===== src/rtl/dmem_pkg.sv =====
// rtl/dmem_pkg.sv - shared types and constants for dmem_param (DMEM_OUT_REG_EN selects read latency)
package dmem_pkg;

    typedef enum logic {
        ST_IDLE  = 1'b0,
        ST_CLEAR = 1'b1
    } clr_state_t;

`ifdef DMEM_OUT_REG_EN
    localparam int RD_LAT = 2;
`else
    localparam int RD_LAT = 1;
`endif

    function automatic int calc_nbe(input int data_w, input int byte_w);
        return data_w / byte_w;
    endfunction

endpackage


===== src/rtl/dmem_clear_ctrl.sv =====
// rtl/dmem_clear_ctrl.sv - clear engine FSM: walks every word after reset or on request
module dmem_clear_ctrl
    import dmem_pkg::*;
#(
    parameter int ADDR_W = 4
) (
    input  logic              clk,
    input  logic              rst,
    input  logic              clr,
    output logic              busy,
    output logic              clr_we,
    output logic [ADDR_W-1:0] clr_addr
);

    clr_state_t        state, state_nxt;
    logic [ADDR_W-1:0] cnt, cnt_nxt;

    always_ff @(posedge clk or posedge rst) begin
        if (rst) begin
            state <= ST_CLEAR;
            cnt   <= '0;
        end else begin
            state <= state_nxt;
            cnt   <= cnt_nxt;
        end
    end

    // Counter wraps naturally to 0 on the final word, ready for the next clear.
    always_comb begin
        state_nxt = state;
        cnt_nxt   = cnt;
        busy      = 1'b0;
        clr_we    = 1'b0;
        case (state)
            ST_IDLE: begin
                if (clr) begin
                    state_nxt = ST_CLEAR;
                end
            end
            ST_CLEAR: begin
                busy    = 1'b1;
                clr_we  = 1'b1;
                cnt_nxt = cnt + 1'b1;
                if (&cnt) begin
                    state_nxt = ST_IDLE;
                end
            end
            default: state_nxt = ST_CLEAR;
        endcase
    end

    assign clr_addr = cnt;

endmodule


===== src/rtl/dmem_param.sv =====
// rtl/dmem_param.sv - parametrised single-port data memory with byte enables and clear engine
// Optional registered output stage under DMEM_OUT_REG_EN.
module dmem_param
    import dmem_pkg::*;
#(
    parameter int                    DATA_W  = 8,
    parameter int                    ADDR_W  = 4,
    parameter int                    BYTE_W  = 8,
    parameter logic [DATA_W-1:0]     CLR_VAL = '0,
    localparam int                   NBE     = calc_nbe(DATA_W, BYTE_W)
) (
    input  logic              clk,
    input  logic              rst,
    input  logic              E,
    input  logic              WE,
    input  logic [NBE-1:0]    BE,
    input  logic [ADDR_W-1:0] Addr,
    input  logic [DATA_W-1:0] DI,
    input  logic              Clr,
    output logic [DATA_W-1:0] DO,
    output logic              DValid,
    output logic              Busy
);

    localparam int DEPTH = 2 ** ADDR_W;

    logic [DATA_W-1:0] mem [DEPTH];
    logic              clr_we;
    logic [ADDR_W-1:0] clr_addr;
    logic              access, wr_en, rd_en;
    logic [DATA_W-1:0] rd_q;
    logic              rd_v;

    dmem_clear_ctrl #(
        .ADDR_W (ADDR_W)
    ) u_clear_ctrl (
        .clk      (clk),
        .rst      (rst),
        .clr      (Clr),
        .busy     (Busy),
        .clr_we   (clr_we),
        .clr_addr (clr_addr)
    );

    // A Clr seen in IDLE wins over any access presented with it.
    assign access = E & ~Busy & ~Clr;
    assign wr_en  = access & WE;
    assign rd_en  = access & ~WE;

    always_ff @(posedge clk) begin
        if (clr_we) begin
            mem[clr_addr] <= CLR_VAL;
        end else if (wr_en) begin
            for (int i = 0; i < NBE; i++) begin
                if (BE[i]) begin
                    mem[Addr][i*BYTE_W +: BYTE_W] <= DI[i*BYTE_W +: BYTE_W];
                end
            end
        end
    end

    always_ff @(posedge clk or posedge rst) begin
        if (rst) begin
            rd_q <= '0;
            rd_v <= 1'b0;
        end else begin
            rd_v <= rd_en;
            if (rd_en) begin
                rd_q <= mem[Addr];
            end
        end
    end

`ifdef DMEM_OUT_REG_EN
    logic [DATA_W-1:0] out_q;
    logic              out_v;

    // Not gated by Busy so a read issued just before a clear still drains.
    always_ff @(posedge clk or posedge rst) begin
        if (rst) begin
            out_q <= '0;
            out_v <= 1'b0;
        end else begin
            out_v <= rd_v;
            if (rd_v) begin
                out_q <= rd_q;
            end
        end
    end

    assign DO     = out_q;
    assign DValid = out_v;
`else
    assign DO     = rd_q;
    assign DValid = rd_v;
`endif

endmodule

===== config.mk =====
export PLATFORM = sky130hd
export DESIGN_NAME = dmem_param
export DESIGN_NICKNAME = d
export VERILOG_FILES = /design/src/rtl/dmem_pkg.sv /design/src/rtl/dmem_clear_ctrl.sv /design/src/rtl/dmem_param.sv
export SDC_FILE = /design/constraint.sdc
export NUM_CORES = 1
export LEC_CHECK = 0
export CAP_MARGIN = 20
export CORE_MARGIN = 5
export CORE_UTILIZATION = 44
export CTS_CLUSTER_SIZE = 30
export DETAILED_ROUTE_END_ITERATION = 10
export DONT_BUFFER_PORTS = 1
export HOLD_SLACK_MARGIN = 0.02
export RECOVER_POWER = 50
export REMOVE_ABC_BUFFERS = 1
export SLEW_MARGIN = 10
export SYNTH_ARGS = -nofsm -noshare
export SYNTH_HDL_FRONTEND = slang
export SYNTH_SLANG_ARGS = --single-unit

===== constraint.sdc =====
create_clock -name clk -period 3.2 [get_ports clk]
set_clock_uncertainty 0.2 [all_clocks]
set_input_delay 0.16 -clock clk [delete_from_list [all_inputs] [get_ports clk]]
set_output_delay 0.16 -clock clk [all_outputs]
set_load 0.1 [all_outputs]

==> summary.md, run 1 <==
| Metric | Value |
|---|---|
| Share of the yosys chip area belonging to registers | 73.0% |
| Yosys cell types | 36 |
| Die width | 124 um |
| Fin Setup TNS | 0 ns |
| Crit-path cells | buf_4, or4b_4, inv_1, nand4_1, dlygate4sd3_1, nand3_1, dlygate4sd3_1 |
| Status | completed |
| Reg clk slew, reported paths | 0.06 ns |
| Die area | 0.0155 sq mm |
| Switching power | 1.67 mW |
| Setup repair after global routing missed its margin | no |
| P&R area growth vs syn | 16.5% |
| Ant diodes | 0 |
| Pwr dens | 874 mW/mm^2 |
| CTS tree | done |
| Critical Path Max Stage Delay | 0.71 ns |
| Final Max Slew Viols | 0 |
| # setup viols final | 0 |
| Drt first-iter violations | 257 |
| Final period util | 95.1% |
| DPL Wire Length | 7.42 mm |
| Avg Inst Size Synth | 19.8 sq um |
| FF-to-FF End | DO[4] |
| Post-route antenna net violation count | 0 |
| Critical path class | reg2reg |
| Post-CTS Setup Repair Bufs | 0 |
| Switching part of the total power | 28.6% |
| CTS root buf | clkbuf_16 |
| Reg-to-Reg Start | u_clear_ctrl.state |
| Initial antenna violation count | 0 |
| Hold_sp | Addr[2] |
| DRC viols | 0 |
| Detailed Routing Iterations Pass 1 | 4 |
| Global-route wire length before repair | 18.6 mm |
| Internal | 4.18 mW |
| TritonCTS Sinks | 142 |
| CP arrival | 3.18 ns |
| Worst-Skew Late Latency | 0.41 ns |
| Mapped Area | 0.00575 sq mm |
| Worst rel slew slack | 16.4% |
| Logic pwr share | 17.6% |
| Maximum Capacitance Violations | 0 |
| Min-delay worst type | in2reg |
| EDFF count, synth | 128 |
| Cell mode on critical path | dlygate4sd3_1 |
| Area of the multi-input gates | 0.00141 sq mm |
| Async set-reset flop share out of synthesis | 9.86% |
| Filler cells | 1012 |
| Seq pwr share | 46.0% |
| Endpoint, Worst Hold | DO[7] |
| Power consumption | 5.85 mW |
| R2R Setup Slk | 0.16 ns |
| Cts hold-fix bufs | 14 |
| Lkg Pwr | 2.28 nW |
| Critical Path End Type | register |
| R2R depth | 7 |
| Critical Path Fanout Max | 16 |
| Yosys Warn Count | 0 |
| Clock Path Buffers | 2 |
| Die Height | 124 um |
| Tot GR Track Use | 16.5% |
| Total via count in the routed design | 2768 |
| Row Count | 41 |
| Final hold viol count | 0 |
| Largest net degree at the start of global routing | 26 |
| VDD IR max | 445 uV |
| # nets final | 339 |
| FMAX | 329 MHz |
| Clock share of power | 36.4% |
| Register area | 0.00420 sq mm |
| CTS buffer count | 17 |
| CP max stage cell | or4b_4 |
| Fin crit period | 3.04 ns |
| DR WL/cell | 23.8 um |
| Share of post-route cells with drive strength above 1 | 21.3% |
| Remaining Overflow, GRT | 0 |
| Worst setup SP type | register |
| # H-tree levels | 4 |
| GP Congestion | 0.843 |
| WL final | 12.0 mm |
| Hold path depth | 4 |
| Req. time, crit path | 3.34 ns |
| Synth Instances | 290 |
| Via density | 5.48 |
| Post_cts resized | 0 |
| Initial Util | 45.2% |
| Port Buf Inserts | 0 |
| Worst slew pin tran | 1.25 ns |
| Vias in the first global route | 2898 |
| Most used DFF post-synth | edfxtp_1 |
| Core ar. | 0.0127 sq mm |
| I/O pins | 28 |
| Seq cells post-synth | 142 |
==> area by class of cell <==
cell class	count	area share, %
sequential	142	62.6
clock buffer	20	6.82
inverter	5	0.280
timing repair buffer	26	3.20
tap	172	3.21
multi-input combinational	128	21.0
clock inverter	12	2.84
==> stage by stage <==
step	instance area [sq um]	hold slack (ns)	util (%)	std cells	worst slack, ns
final	6700	0.0438	52.6	505	0.157
after global routing	6700	0.0467	52.6	505	0.0577
after CTS	6740	0.0340	53.0	505	0.179
after detailed placement	5940	-0.0456	46.7	459	0.795
after global placement	5940	-0.0706	46.7	459	0.815
after floorplan	5640	-0.151	-	275	0.577
==> synth_stat cells, types with 2 or more instances <==
| master | number | area [sq um] |
|---|---|---|
| buf_6 | 4 | 45.0 |
| nor3_4 | 2 | 32.5 |
| mux4_1 | 11 | 289 |
| mux2i_1 | 4 | 40.0 |
| a31oi_1 | 2 | 12.5 |
| a22oi_1 | 12 | 90.1 |
| a32oi_1 | 2 | 17.5 |
| and2_1 | 8 | 50.1 |
| inv_1 | 5 | 18.8 |
| mux2_2 | 9 | 101 |
| edfxtp_1 | 128 | 3840 |
| buf_2 | 6 | 30.0 |
| nand4_1 | 2 | 12.5 |
| xnor2_1 | 2 | 17.5 |
| nor2_1 | 21 | 78.8 |
| mux4_2 | 21 | 473 |
| nand2_1 | 14 | 52.6 |
| dfrtp_1 | 13 | 325 |
| nand3_1 | 2 | 10.0 |
| nor2b_1 | 5 | 31.3 |
| clkbuf_1 | 2 | 7.51 |
==> placed cells by master, fill, tap and decap left out, types with 2 or more instances in the layout <==
cell type and instances:
edfxtp_1 128, nor2_1 21, mux4_2 21, clkbuf_16 17
nand2_1 14, dfrtp_1 13, dlygate4sd3_1 13, a22oi_1 12
mux4_1 11, mux2_2 9, and2_0 8, clkbuf_1 8
inv_1 5, nor2b_1 5, bufinv_16 5, buf_4 5
mux2i_1 4, clkinvlp_4 3, nand4_1 2, nand3_1 2
nor3_4 2, xnor2_1 2, a31oi_1 2, a32oi_1 2
clkinv_2 2, clkinv_1 2, clkbuf_8 2
==> cell families (layout without fill, tap and decap cells) <==
| logic type | after synthesis | in the layout | share of synthesized area [%] |
|---|---|---|---|
| simple gates | 59 | 59 | 5.64 |
| compound gates | 20 | 20 | 2.70 |
| flops | 142 | 142 | 73.0 |
| fa+ha+maj | 1 | 1 | 0.218 |
| buf+inv | 20 | 63 | 2.31 |
| mux | 45 | 45 | 15.7 |
| xor+xnor | 3 | 3 | 0.457 |
==> worst max-delay path by stage <==
stage | from | slack [ns] | to
after floorplan | u_clear_ctrl.state | 0.58 | mem[11][0]
after global placement | u_clear_ctrl.state | 0.82 | mem[8][1]
after detailed placement | u_clear_ctrl.state | 0.80 | mem[8][3]
after CTS | u_clear_ctrl.state | 0.18 | DO[4]
after global routing | u_clear_ctrl.state | 0.06 | DO[4]
final | u_clear_ctrl.state | 0.16 | DO[4]
==> flip-flops by register name, summed over array words and instances (netlist names) <==
signal,cells
mem,128
DO,8
u_clear_ctrl.clr_addr,4
DValid,1
u_clear_ctrl.state,1
==> per-layer routing <==
layer / share of wire (%) / up-vias / wire length (um) / global-route usage (%)
li1: - / 1236 / - / -
met1: 46 / 1448 / 5480 / 23.4
met2: 49 / 79 / 5850 / 24.9
met3: 4.9 / 5 / 593 / 4.07
met4: 0.86 / 0 / 104 / 5.67
met5: 0 / - / 0 / 0
==> worst max-delay path, delay by kind of cell (launching register included) <==
kind | cells | cell delay, ns
buffers and inverters | 4 | 1.49
and+or+nand+nor | 3 | 0.89
DFF | 1 | 0.40
==> power by group through the flow <==
stage	registers [mW]	clock network (mW)	logic (mW)
after floorplan	2.91	0	0.508
after global placement	2.72	0	0.996
after detailed placement	2.73	0	1.01
after CTS	2.70	2.15	1.06
after global routing	2.73	2.24	1.11
final	2.69	2.13	1.03
Power figures use the tool's default switching activity.
==> run 2: changes to the inputs <==
- RECOVER_POWER: 50 -> 100
==> run 2 against run 1 <==
Compared with the run above: via count grew 0.65%; setup slack gained 0.0017 ns; sequential share of layout area grew 0.14 points; power shrank 0.21%; maximum frequency is essentially flat.
==> summary.md, run 2 (same netlist as run 1, synthesis figures left out) <==
| Metric | Value |
|---|---|
| Global-route wire length before repair | 18.6 mm |
| Die Height | 124 um |
| DRC viols | 0 |
| Status | completed |
| CTS buffer count | 17 |
| Req. time, crit path | 3.34 ns |
| Die area | 0.0155 sq mm |
| Worst slew pin tran | 1.26 ns |
| P&R area growth vs syn | 16.2% |
| Via density | 5.52 |
| Maximum Capacitance Violations | 0 |
| Fin Setup TNS | 0 ns |
| I/O pins | 28 |
| # H-tree levels | 4 |
| Initial antenna violation count | 0 |
| CTS root buf | clkbuf_16 |
| TritonCTS Sinks | 142 |
| Setup repair after global routing missed its margin | no |
| Placed instance count | 459 |
| Commonest cells after routing, fill and taps aside | 128 x edfxtp_1, 21 x nor2_1, 21 x mux4_2, 17 x clkbuf_16, 14 x nand2_1 |
| Pwr dens | 874 mW/mm^2 |
| Critical Path Fanout Max | 16 |
| CP arrival | 3.19 ns |
| Post-Layout Cell Count | 505 |
| Initial Util | 45.2% |
| Final hold viol count | 0 |
| Ant diodes | 0 |
| Min Hold Slack | 0.0432 ns |
| Clock Path Buffers | 2 |
| Post-place setup slack | 0.795 ns |
| Reg clk slew, reported paths | 0.06 ns |
| Utilization after layout | 52.5% |
| Largest register FFs | 128 |
| WL final | 12.1 mm |
| Remaining Overflow, GRT | 0 |
| # setup viols final | 0 |
| Critical path class | reg2reg |
| Worst-Skew Late Latency | 0.41 ns |
| Lkg Pwr | 2.26 nW |
| Core ar. | 0.0127 sq mm |
| Final Max Slew Viols | 0 |
| VDD IR max | 445 uV |
| R2R depth | 7 |
| Total via count in the routed design | 2786 |
| Fin crit period | 3.04 ns |
| Post_cts resized | 0 |
| CP startpoint | u_clear_ctrl.state |
| Top reg by flops | mem |
| DPL Wire Length | 7.42 mm |
| Tot GR Track Use | 16.5% |
| Share of post-route cells with drive strength above 1 | 19.8% |
| FF-to-FF End | DO[4] |
| Largest net degree at the start of global routing | 26 |
| Setup WS post-layout | 0.158 ns |
| Reg-to-Reg Start | u_clear_ctrl.state |
| Critical Path End Type | register |
| Detailed Routing Iterations Pass 1 | 4 |
| Post-route antenna net violation count | 0 |
| Commonest non-fill, non-tap cell in the layout | edfxtp_1 |
| Drt first-iter violations | 237 |
| R2R Setup Slk | 0.16 ns |
| Min-delay worst type | in2reg |
| Vias in the first global route | 2898 |
| Setup crit end | DO[4] |
| CTS tree | done |
| Row Count | 41 |
| FMAX | 329 MHz |
| Die width | 124 um |
| Worst setup SP type | register |
| # nets final | 339 |
| Final period util | 95.0% |
| GP Congestion | 0.843 |
| DR WL/cell | 23.9 um |
| Final Cell Area | 0.00668 sq mm |
| Power consumption | 5.84 mW |
| Worst rel slew slack | 16.3% |
| Port Buf Inserts | 0 |
| Cell Area, Placed | 0.00594 sq mm |
[run 2: changes by cell type in the layout (fill, tap and decap cells not counted)]
cell,delta
mux2_1,+1
mux2_2,-1
clkbuf_1,+4
buf_4,-4
[run 2: final cells by class]
| type | count | area (sq um) |
|---|---|---|
| Clock inverter | 12 | 190 |
| Timing Repair Buffer | 26 | 199 |
| Inverter | 5 | 18.8 |
| Tap cell | 172 | 215 |
| Clock buffer | 20 | 457 |
| Sequential cell | 142 | 4200 |
| Multi-Input combinational cell | 128 | 1410 |
| Fill cell | 1010 | 6040 |
[run 2: where the power goes]
group | internal (mW) | switching, mW
logic | 0.321 | 0.696
registers | 2.43 | 0.266
clock network | 1.42 | 0.712
[run 2: how the worst min path moves through the flow]
stage,startpoint,to,depth (start not counted)
3_3_place_gp,rst,DO[7],1
4_1_cts,Addr[2],DO[7],4
3_5_place_dp,rst,DO[5],1
6_report,Addr[2],DO[7],4
2_1_floorplan,rst,DO[0],1
5_1_grt,Addr[2],DO[2],4
[run 2: worst max-delay path: stages, from the launching register on]
cell and delay, ns:
dfstp_2 0.40, buf_4 0.25, or4b_4 0.71, inv_1 0.12
nand4_1 0.09, dlygate4sd3_1 0.57, nand3_1 0.09, dlygate4sd3_1 0.55
[run 2: routing by layer]
metal | GRT usage [%] | vias up | wire (um) | part of all wire (%)
met3 | 4.07 | 11 | 665 | 5.5
met2 | 24.9 | 96 | 5750 | 48
li1 | - | 1237 | - | -
met4 | 5.67 | 0 | 174 | 1.4
met1 | 23.4 | 1442 | 5470 | 45
met5 | 0 | - | 0 | 0
[run 2: timing repair]
action | 4_1_cts | 5_1_grt
endpoints found under the hold margin | 24 | 0
buffers inserted | 0 | 0
hold buffers | 14 | 0
